--- src/rtl/palm_locator.sv ---
// palm_locator: finds the palm bounding box in a binary raster-order pixel stream.
// A row qualifies when it holds at least ROW_MIN_PIXELS white pixels. The box spans
// every qualifying row and the widest white extent among those rows. The box is
// published one cycle after the last pixel of a frame and held until the next publish.
// palm_width == 0 means "no palm".
// Optional build macro PALM_LOCATOR_HOLD_EN: a frame with too few qualifying rows
// leaves the geometry outputs unchanged and does not pulse palm_valid.
//
// Handshake: a pixel is accepted on any clk edge where pixel_valid is high while
// scanning, or where pixel_valid && sof are both high (frame start, any state).
// There is no back-pressure. palm_valid is a one-cycle strobe with no ready.
module palm_locator #(
  parameter int IMAGE_WIDTH    = 120,
  parameter int IMAGE_HEIGHT   = 160,
  parameter int ROW_MIN_PIXELS = 20,
  parameter int MIN_ROWS       = 10
) (
  input  logic       clk,
  input  logic       rst,
  input  logic       object_image,
  input  logic       pixel_valid,
  input  logic       sof,
  output logic [7:0] palm_width,
  output logic [7:0] palm_height,
  output logic [7:0] start_of_palm_r,
  output logic [7:0] start_of_palm_c,
  output logic [7:0] end_of_palm_r,
  output logic [7:0] end_of_palm_c,
  output logic       palm_valid,
  output logic       frame_err,
  output logic [1:0] dbg_state
);

  localparam int CW = (IMAGE_WIDTH  > 1) ? $clog2(IMAGE_WIDTH)  : 1;
  localparam int RW = (IMAGE_HEIGHT > 1) ? $clog2(IMAGE_HEIGHT) : 1;
  localparam logic [CW-1:0] COL_LAST = CW'(IMAGE_WIDTH - 1);
  localparam logic [RW-1:0] ROW_LAST = RW'(IMAGE_HEIGHT - 1);
  localparam logic [7:0]    ROW_MIN  = 8'(ROW_MIN_PIXELS);
  localparam logic [7:0]    QUAL_MIN = 8'(MIN_ROWS);

  typedef enum logic [1:0] {
    S_IDLE  = 2'd0,
    S_SCAN  = 2'd1,
    S_LATCH = 2'd2
  } state_t;

  state_t r_state;
  state_t w_next;

  // Raster position of the next pixel to be accepted
  logic [CW-1:0] r_col;
  logic [RW-1:0] r_row;

  // Per-row accumulators
  logic [7:0]    r_cnt;
  logic [CW-1:0] r_first;
  logic [CW-1:0] r_last;
  logic          r_seen;

  // Per-frame box accumulators (valid only while r_qual != 0)
  logic [RW-1:0] r_box_r0;
  logic [RW-1:0] r_box_r1;
  logic [CW-1:0] r_box_c0;
  logic [CW-1:0] r_box_c1;
  logic [7:0]    r_qual;

  // End-of-frame snapshot consumed in LATCH
  logic [RW-1:0] r_snap_r0;
  logic [RW-1:0] r_snap_r1;
  logic [CW-1:0] r_snap_c0;
  logic [CW-1:0] r_snap_c1;
  logic [7:0]    r_snap_qual;

  // Combinational view of the current pixel
  logic          w_start;
  logic          w_accept;
  logic [CW-1:0] w_col;
  logic [RW-1:0] w_row;
  logic [7:0]    w_cnt_b;
  logic [CW-1:0] w_first_b;
  logic [CW-1:0] w_last_b;
  logic          w_seen_b;
  logic [RW-1:0] w_box_r0_b;
  logic [RW-1:0] w_box_r1_b;
  logic [CW-1:0] w_box_c0_b;
  logic [CW-1:0] w_box_c1_b;
  logic [7:0]    w_qual_b;
  logic [7:0]    w_cnt_n;
  logic [CW-1:0] w_first_n;
  logic [CW-1:0] w_last_n;
  logic          w_seen_n;
  logic          w_row_end;
  logic          w_eof;
  logic          w_row_qual;
  logic [RW-1:0] w_box_r0_n;
  logic [RW-1:0] w_box_r1_n;
  logic [CW-1:0] w_box_c0_n;
  logic [CW-1:0] w_box_c1_n;
  logic [7:0]    w_qual_n;

  assign dbg_state = r_state;

  // Fold the current pixel into row and frame accumulators; a sof pixel starts from a clean slate
  always_comb begin
    w_start  = pixel_valid && sof;
    w_accept = pixel_valid && (sof || (r_state == S_SCAN));

    w_col      = w_start ? '0 : r_col;
    w_row      = w_start ? '0 : r_row;
    w_cnt_b    = w_start ? '0 : r_cnt;
    w_first_b  = w_start ? '0 : r_first;
    w_last_b   = w_start ? '0 : r_last;
    w_seen_b   = w_start ? 1'b0 : r_seen;
    w_box_r0_b = w_start ? '0 : r_box_r0;
    w_box_r1_b = w_start ? '0 : r_box_r1;
    w_box_c0_b = w_start ? '0 : r_box_c0;
    w_box_c1_b = w_start ? '0 : r_box_c1;
    w_qual_b   = w_start ? '0 : r_qual;

    w_cnt_n   = w_cnt_b;
    w_first_n = w_first_b;
    w_last_n  = w_last_b;
    w_seen_n  = w_seen_b;
    if (object_image) begin
      w_cnt_n  = (w_cnt_b == 8'hFF) ? 8'hFF : w_cnt_b + 8'd1;
      w_last_n = w_col;
      w_seen_n = 1'b1;
      if (!w_seen_b) begin
        w_first_n = w_col;
      end
    end

    w_row_end  = (w_col == COL_LAST);
    w_eof      = w_row_end && (w_row == ROW_LAST);
    w_row_qual = w_row_end && (w_cnt_n >= ROW_MIN);

    w_box_r0_n = w_box_r0_b;
    w_box_r1_n = w_box_r1_b;
    w_box_c0_n = w_box_c0_b;
    w_box_c1_n = w_box_c1_b;
    w_qual_n   = w_qual_b;
    if (w_row_qual) begin
      w_box_r1_n = w_row;
      w_qual_n   = (w_qual_b == 8'hFF) ? 8'hFF : w_qual_b + 8'd1;
      if (w_qual_b == 8'd0) begin
        w_box_r0_n = w_row;
        w_box_c0_n = w_first_n;
        w_box_c1_n = w_last_n;
      end else begin
        w_box_c0_n = (w_first_n < w_box_c0_b) ? w_first_n : w_box_c0_b;
        w_box_c1_n = (w_last_n  > w_box_c1_b) ? w_last_n  : w_box_c1_b;
      end
    end
  end

  // FSM state register
  always_ff @(posedge clk or posedge rst) begin
    if (rst) begin
      r_state <= S_IDLE;
    end else begin
      r_state <= w_next;
    end
  end

  // FSM next state: any accepted pixel keeps scanning unless it closes the frame
  always_comb begin
    w_next = r_state;
    if (w_accept) begin
      w_next = w_eof ? S_LATCH : S_SCAN;
    end else if (r_state == S_LATCH) begin
      w_next = S_IDLE;
    end
  end

  // Raster position, row/frame accumulators and end-of-frame snapshot
  always_ff @(posedge clk or posedge rst) begin
    if (rst) begin
      r_col       <= '0;
      r_row       <= '0;
      r_cnt       <= '0;
      r_first     <= '0;
      r_last      <= '0;
      r_seen      <= 1'b0;
      r_box_r0    <= '0;
      r_box_r1    <= '0;
      r_box_c0    <= '0;
      r_box_c1    <= '0;
      r_qual      <= '0;
      r_snap_r0   <= '0;
      r_snap_r1   <= '0;
      r_snap_c0   <= '0;
      r_snap_c1   <= '0;
      r_snap_qual <= '0;
    end else if (w_accept) begin
      if (w_row_end) begin
        r_col   <= '0;
        r_cnt   <= '0;
        r_first <= '0;
        r_last  <= '0;
        r_seen  <= 1'b0;
        if (w_eof) begin
          r_row       <= '0;
          r_box_r0    <= '0;
          r_box_r1    <= '0;
          r_box_c0    <= '0;
          r_box_c1    <= '0;
          r_qual      <= '0;
          r_snap_r0   <= w_box_r0_n;
          r_snap_r1   <= w_box_r1_n;
          r_snap_c0   <= w_box_c0_n;
          r_snap_c1   <= w_box_c1_n;
          r_snap_qual <= w_qual_n;
        end else begin
          r_row    <= w_row + 1'b1;
          r_box_r0 <= w_box_r0_n;
          r_box_r1 <= w_box_r1_n;
          r_box_c0 <= w_box_c0_n;
          r_box_c1 <= w_box_c1_n;
          r_qual   <= w_qual_n;
        end
      end else begin
        r_col    <= w_col + 1'b1;
        r_row    <= w_row;
        r_cnt    <= w_cnt_n;
        r_first  <= w_first_n;
        r_last   <= w_last_n;
        r_seen   <= w_seen_n;
        r_box_r0 <= w_box_r0_n;
        r_box_r1 <= w_box_r1_n;
        r_box_c0 <= w_box_c0_n;
        r_box_c1 <= w_box_c1_n;
        r_qual   <= w_qual_n;
      end
    end
  end

  // Publish the snapshot on the LATCH edge; outputs otherwise hold
  always_ff @(posedge clk or posedge rst) begin
    if (rst) begin
      palm_width      <= '0;
      palm_height     <= '0;
      start_of_palm_r <= '0;
      start_of_palm_c <= '0;
      end_of_palm_r   <= '0;
      end_of_palm_c   <= '0;
      palm_valid      <= 1'b0;
    end else begin
      palm_valid <= 1'b0;
      if (r_state == S_LATCH) begin
        if (r_snap_qual >= QUAL_MIN) begin
          palm_width      <= 8'(r_snap_c1) - 8'(r_snap_c0) + 8'd1;
          palm_height     <= 8'(r_snap_r1) - 8'(r_snap_r0) + 8'd1;
          start_of_palm_r <= 8'(r_snap_r0);
          start_of_palm_c <= 8'(r_snap_c0);
          end_of_palm_r   <= 8'(r_snap_r1);
          end_of_palm_c   <= 8'(r_snap_c1);
          palm_valid      <= 1'b1;
        end else begin
`ifdef PALM_LOCATOR_HOLD_EN
          palm_valid      <= 1'b0;
`else
          palm_width      <= '0;
          palm_height     <= '0;
          start_of_palm_r <= '0;
          start_of_palm_c <= '0;
          end_of_palm_r   <= '0;
          end_of_palm_c   <= '0;
          palm_valid      <= 1'b1;
`endif
        end
      end
    end
  end

  // Sticky abort flag: a new frame started before the current one finished
  always_ff @(posedge clk or posedge rst) begin
    if (rst) begin
      frame_err <= 1'b0;
    end else if ((r_state == S_SCAN) && w_start) begin
      frame_err <= 1'b1;
    end
  end

endmodule

--- config.mk ---
export PLATFORM = sky130hd
export DESIGN_NAME = palm_locator
export DESIGN_NICKNAME = d
export VERILOG_FILES = /design/src/rtl/palm_locator.sv
export SDC_FILE = /design/constraint.sdc
export NUM_CORES = 1
export LEC_CHECK = 0
export ABC_AREA = 0
export CORE_ASPECT_RATIO = 1.1
export CORE_UTILIZATION = 64
export DETAILED_ROUTE_END_ITERATION = 12
export PLACE_DENSITY = 0.87
export SLEW_MARGIN = 10
export SYNTH_ARGS = -nofsm -noshare
export SYNTH_HDL_FRONTEND = slang
export SYNTH_SLANG_ARGS = --single-unit
--- constraint.sdc ---
create_clock -name clk -period 17.1 [get_ports clk]
set_input_delay 4.275 -clock clk [delete_from_list [all_inputs] [get_ports clk]]
set_output_delay 4.275 -clock clk [all_outputs]
set_load 0.05 [all_outputs]
**After elaboration in Yosys (flattened, before gate mapping)**

Cells that the tools add are included.

- Register bits: 166
- Bits in latches: 0
- Bits in writable memories: 0
- Bits in read-only memories: 0
- Input bits: 5
- Output and inout port bits: 52
- Memories kept: 0

- Add/sub/neg operators: 8
- Multiply operators: 0
- Div/mod/pow operators: 0
- $lt $le $gt $ge: 4
- Eq/ne operators: 6
- Shift-type cells: 0
- Mux-type cells: 55
- Bitwise operators: 0
- Reduce and logical (&&, ||, !) cells: 9

Operator list:

| kind | count |
|---|---|
| 8-bit 2-to-1 mux | 25 |
| 7-bit 2-to-1 mux | 23 |
| 8-bit by 1-bit adder with 8-bit output, second input constant | 5 |
| 8-bit equality test, second input constant | 3 |
| 8-bit by 4-bit greater-or-equal comparator with 1-bit output, second input constant | 1 |
| 8-bit by 5-bit greater-or-equal comparator with 1-bit output, second input constant | 1 |
| 8-bit zero test | 1 |
| 7-bit by 7-bit subtractor with 8-bit output | 1 |
| 8-bit subtractor | 1 |
| 7-bit by 1-bit adder with 7-bit output, second input constant | 1 |
| 7-bit equality test, second input constant | 1 |
| 7-bit greater-than comparator | 1 |
| 7-bit less-than comparator | 1 |
| 2-bit 2-to-1 mux | 3 |
| 1-bit logical AND | 5 |
| 1-bit 2-to-1 mux | 4 |
| 3-bit AND reduction | 1 |
| 2-bit by 1-bit equality test with 1-bit output, second input constant | 1 |
| 2-bit equality test, second input constant | 1 |
| 2-bit nonzero test | 1 |
| 1-bit logical OR | 1 |

**Longest topological paths before layout**

- Depth in word-level cells: 10
- Gate-level depth with buffers: 14

**Worst setup path after synthesis**

Ideal clock, no wire load.

- Path type: input to register
- Start: input pixel_valid
- End: register r_snap_c1[1]
- Library setup time: 0.087 ns
- Arrival: 7.155 ns
- Data required time: 17.013 ns
- Setup slack: 9.858 ns
- Cell stages on the path: 12
- Path through: nand2_1 > clkbuf_1 > buf_1 > clkbuf_1 > and2_1 > ha_1 > and3_1 > nand4_1 > or3_1 > clkbuf_1 > or3_1 > o211ai_1

- Longest elaborated chain between the ends: 8

RTL lines:

| what | RTL line | source |
|---|---|---|
| start, declared | 21 | `input logic pixel_valid,` |
| 1-bit logical AND | 105 | `w_start = pixel_valid && sof;` |
| 8-bit 2-to-1 mux | 110 | `w_cnt_b = w_start ? '0 : r_cnt;` |
| 8-bit by 1-bit adder with 8-bit output / 8-bit equality test (equally long branches) | 125 | `w_cnt_n = (w_cnt_b == 8'hFF) ? 8'hFF : w_cnt_b + 8'd1;` |
| 8-bit 2-to-1 mux | 125 |  |
| 8-bit 2-to-1 mux | 124 | `if (object_image) begin` |
| 8-bit by 5-bit greater-or-equal comparator with 1-bit output | 135 | `w_row_qual = w_row_end && (w_cnt_n >= ROW_MIN);` |
| 1-bit logical AND | 135 |  |
| 7-bit 2-to-1 mux | 142 | `if (w_row_qual) begin` |
| end signal, assigned | 211 | `r_snap_c1 <= w_box_c1_n;` |
| end, declared | 71 | `logic [CW-1:0] r_snap_c1;` |

Several ways; a longest one is shown, not always the timed one.
A chain may end at the register's enable or synchronous reset.

**Final worst setup path**

- Start: input pixel_valid
- End: register r_box_r0[6]

- Longest elaborated chain between the ends: 10

RTL lines:

| what | RTL line | source |
|---|---|---|
| 1-bit logical AND | 105 |  |
| 8-bit 2-to-1 mux | 110 |  |
| 8-bit by 1-bit adder with 8-bit output / 8-bit equality test (equally long branches) | 125 |  |
| 8-bit 2-to-1 mux | 125 |  |
| 8-bit 2-to-1 mux | 124 |  |
| 8-bit by 5-bit greater-or-equal comparator with 1-bit output | 135 |  |
| 1-bit logical AND | 135 |  |
| 8-bit 2-to-1 mux | 142 |  |
| 8-bit 2-to-1 mux | 201 | `if (w_eof) begin` |
| 8-bit 2-to-1 mux | 195 | `if (w_row_end) begin` |
| end signal, assigned | 215 | `r_box_r0 <= w_box_r0_n;` |
| end signal, assigned | 228 | `r_box_r0 <= w_box_r0_n;` |
| end, declared | 61 | `logic [RW-1:0] r_box_r0;` |

Several ways; a longest one is shown, not always the timed one.

==> run metrics <==
Core Area=12700 sq um; CTS tree=done; met1 usage=42.4%; number of global-route vias before repair=6806; routed len/inst=20.1 microns; largest vdd supply drop=0.0560 mV; Least-Margin Pin Slew=1.20 ns; Setup WS pre-CTS=8.55 ns; final worst slack=8.93 ns; flops & latches, synth=163; # fillers=819; post-route insts no fill=1027; Sequential Area=4080 sq um; Hold Path Class=flop to flop; Hold-fix buffers, CTS=0; Rel. slew slack=19.3%; post-route core utilization=75.4%; Crit path required time=17.36 ns; grt met2 use=53.9%; clk buf depth=2; Post-Syn Instances=832; die height=122 microns; initial core utilization=66.1%; number of clock sinks=163; dpl hpwl=13.7 mm; post-synthesis sequential area ratio=48.6%; final net count=911; GRT Total Usage=32.4%; failing checks=design-rule violations; critical-path maximum fanout=63; n_diodes=0; commonest non-fill, non-tap cells in the layout=dfrtp_1 (163), nand2_1 (104), a22o_1 (56), clkdlybuf4s50_1 (54), ha_1 (43); clock slew at reported path FFs=0.06 ns; Final setup viols=0; Die W=111 microns; PwrDens=89.0 nW/um^2; Fmax=0.122 GHz; first-pass GRT wire length=34.5 mm; RSZ-0062 raised after global routing=no; Routed WL=20.7 mm; antenna violations before repair=0; Netlist cell types=70; Post-DRT Antenna Nets=0; Syn Area/Cell=10.1 sq um; Leakage=0.00442 uW; final-report hold violation count=0; port bufs=54; yosys warns=0; reg-to-reg slack, setup=13.63 ns; Clock Latency Late Sink=0.43 ns; Crit Path Category=input port to flop; Slew Limit Fails=0; total negative setup slack=0 ns; synth-to-layout area growth=14.1%; # Post-CTS Setup Buffers=0; crit share post-route=47.8%; H-tree Lvls=4; Most Crowded Layer GR=met2; post-CTS sizing=0; Worst EP arrival=8.44 ns; minimum clock period=8.17 ns; share of cells above drive strength 1=7.82%; total CTS buffers=17; Remaining Overflow, GRT=0; Die Area=13600 sq um; area of the multi-input gates=3970 sq um; commonest non-fill, non-tap cell in the layout=dfrtp_1; GP Congestion=0.880; status=complete, but fails checks; top flip-flop cell by instance count after synthesis=dfrtp_1; Crit. End Element=flop; vias per cell=6.65; largest net degree at the start of global routing=93; clock root buffer=clkbuf_16; Post-synth ARST share=100%; num ports=57; Post-synth EDFFs=0; Rows=43; met3 Track Usage GR=6.17%; Cells after DPL=999; initial DRC count=698; maxcap violations=0; total number of vias=6831; Residual DRC=16; skew final=0.00703 ns; synthesized cell area=8390 sq um; startpoint types=input port; drt pass-1 iters=10
worst max-delay path: stages:
cell             delay [ns]
clkdlybuf4s50_1        0.53
nand2_2                0.12
buf_4                  0.53
and2_1                 0.27
ha_1                   0.24
and3_1                 0.21
and4_1                 0.78
nand3_1                0.61
a21oi_1                0.65
o32ai_1                0.21
final cells by class:
class | count | share of cell area (%)
clock buffers | 22 | 4.95
repair buffers | 60 | 6.12
inverters | 43 | 1.74
flip-flops and latches | 163 | 42.6
clock inverters | 6 | 1.10
well taps | 157 | 2.05
multi-input cells | 576 | 41.4
path summary, 6_finish.rpt:
check	cells after the start	startpoint	to
max	10	pixel_valid	r_box_r0[6]
max in group asynchronous	3	rst	r_box_r1[3]
min in group asynchronous	2	rst	end_of_palm_c[2]
min	1	frame_err	frame_err
max reg2reg	7	r_col[0]	r_box_r0[6]
min reg2reg	1	frame_err	frame_err
cell families (layout without fill, tap and decap cells):
group | count (synthesis) | count (layout) | share of synthesized area, %
mux | 34 | 34 | 4.46
fa+ha+maj | 45 | 45 | 6.89
xor+xnor | 15 | 15 | 1.57
simple gates | 239 | 239 | 13.4
flops | 163 | 163 | 48.6
buf+inv | 94 | 131 | 4.43
compound gates | 241 | 241 | 20.6
other cells | 1 | 2 | 0.0447
cell usage after synthesis, drive strengths merged, types with 18 or more instances:
| library cell | count | area share, % |
|---|---|---|
| dfrtp | 163 | 49 |
| nand2 | 106 | 4.8 |
| a22o | 56 | 5.8 |
| o21ai | 48 | 2.9 |
| ha | 43 | 6.4 |
| inv | 43 | 1.9 |
| clkbuf | 39 | 1.7 |
| nor2 | 37 | 1.7 |
| a21oi | 32 | 1.9 |
| nand3 | 24 | 1.5 |
| o22ai | 20 | 1.5 |
| mux2 | 18 | 2.6 |
report_power, final:
| group | switching [uW] | internal [uW] |
|---|---|---|
| registers | 10.5 | 394 |
| clock network | 143 | 237 |
| logic | 45.0 | 22.5 |
metrics by stage:
step	power (uW)	hold slack (ns)	area, sq um
final	852	0.466	9570
after global routing	881	0.503	9570
after CTS	854	0.469	9570
after detailed placement	477	0.451	8990
after global placement	473	0.443	8990
after floorplan	459	0.443	8390
registers in the layout, indices dropped and copies added, names as in the netlist, 8 cells and up:
| register | count |
|---|---|
| palm_height | 8 |
| start_of_palm_r | 8 |
| palm_width | 8 |
| end_of_palm_r | 8 |
| r_snap_r1 | 8 |
| r_qual | 8 |
| r_box_r0 | 8 |
| r_row | 8 |
| r_snap_r0 | 8 |
| r_box_r1 | 8 |
| r_cnt | 8 |
metal layers:
metal  vias up  share of wire [%]  wire (microns)
met5         -                  0               0
met2       339                 48            9980
li1       3090                  -               -
met4         0                2.4             487
met3        46                7.4            1540
met1      3356                 42            8660
(Power assumes the default switching activity.)
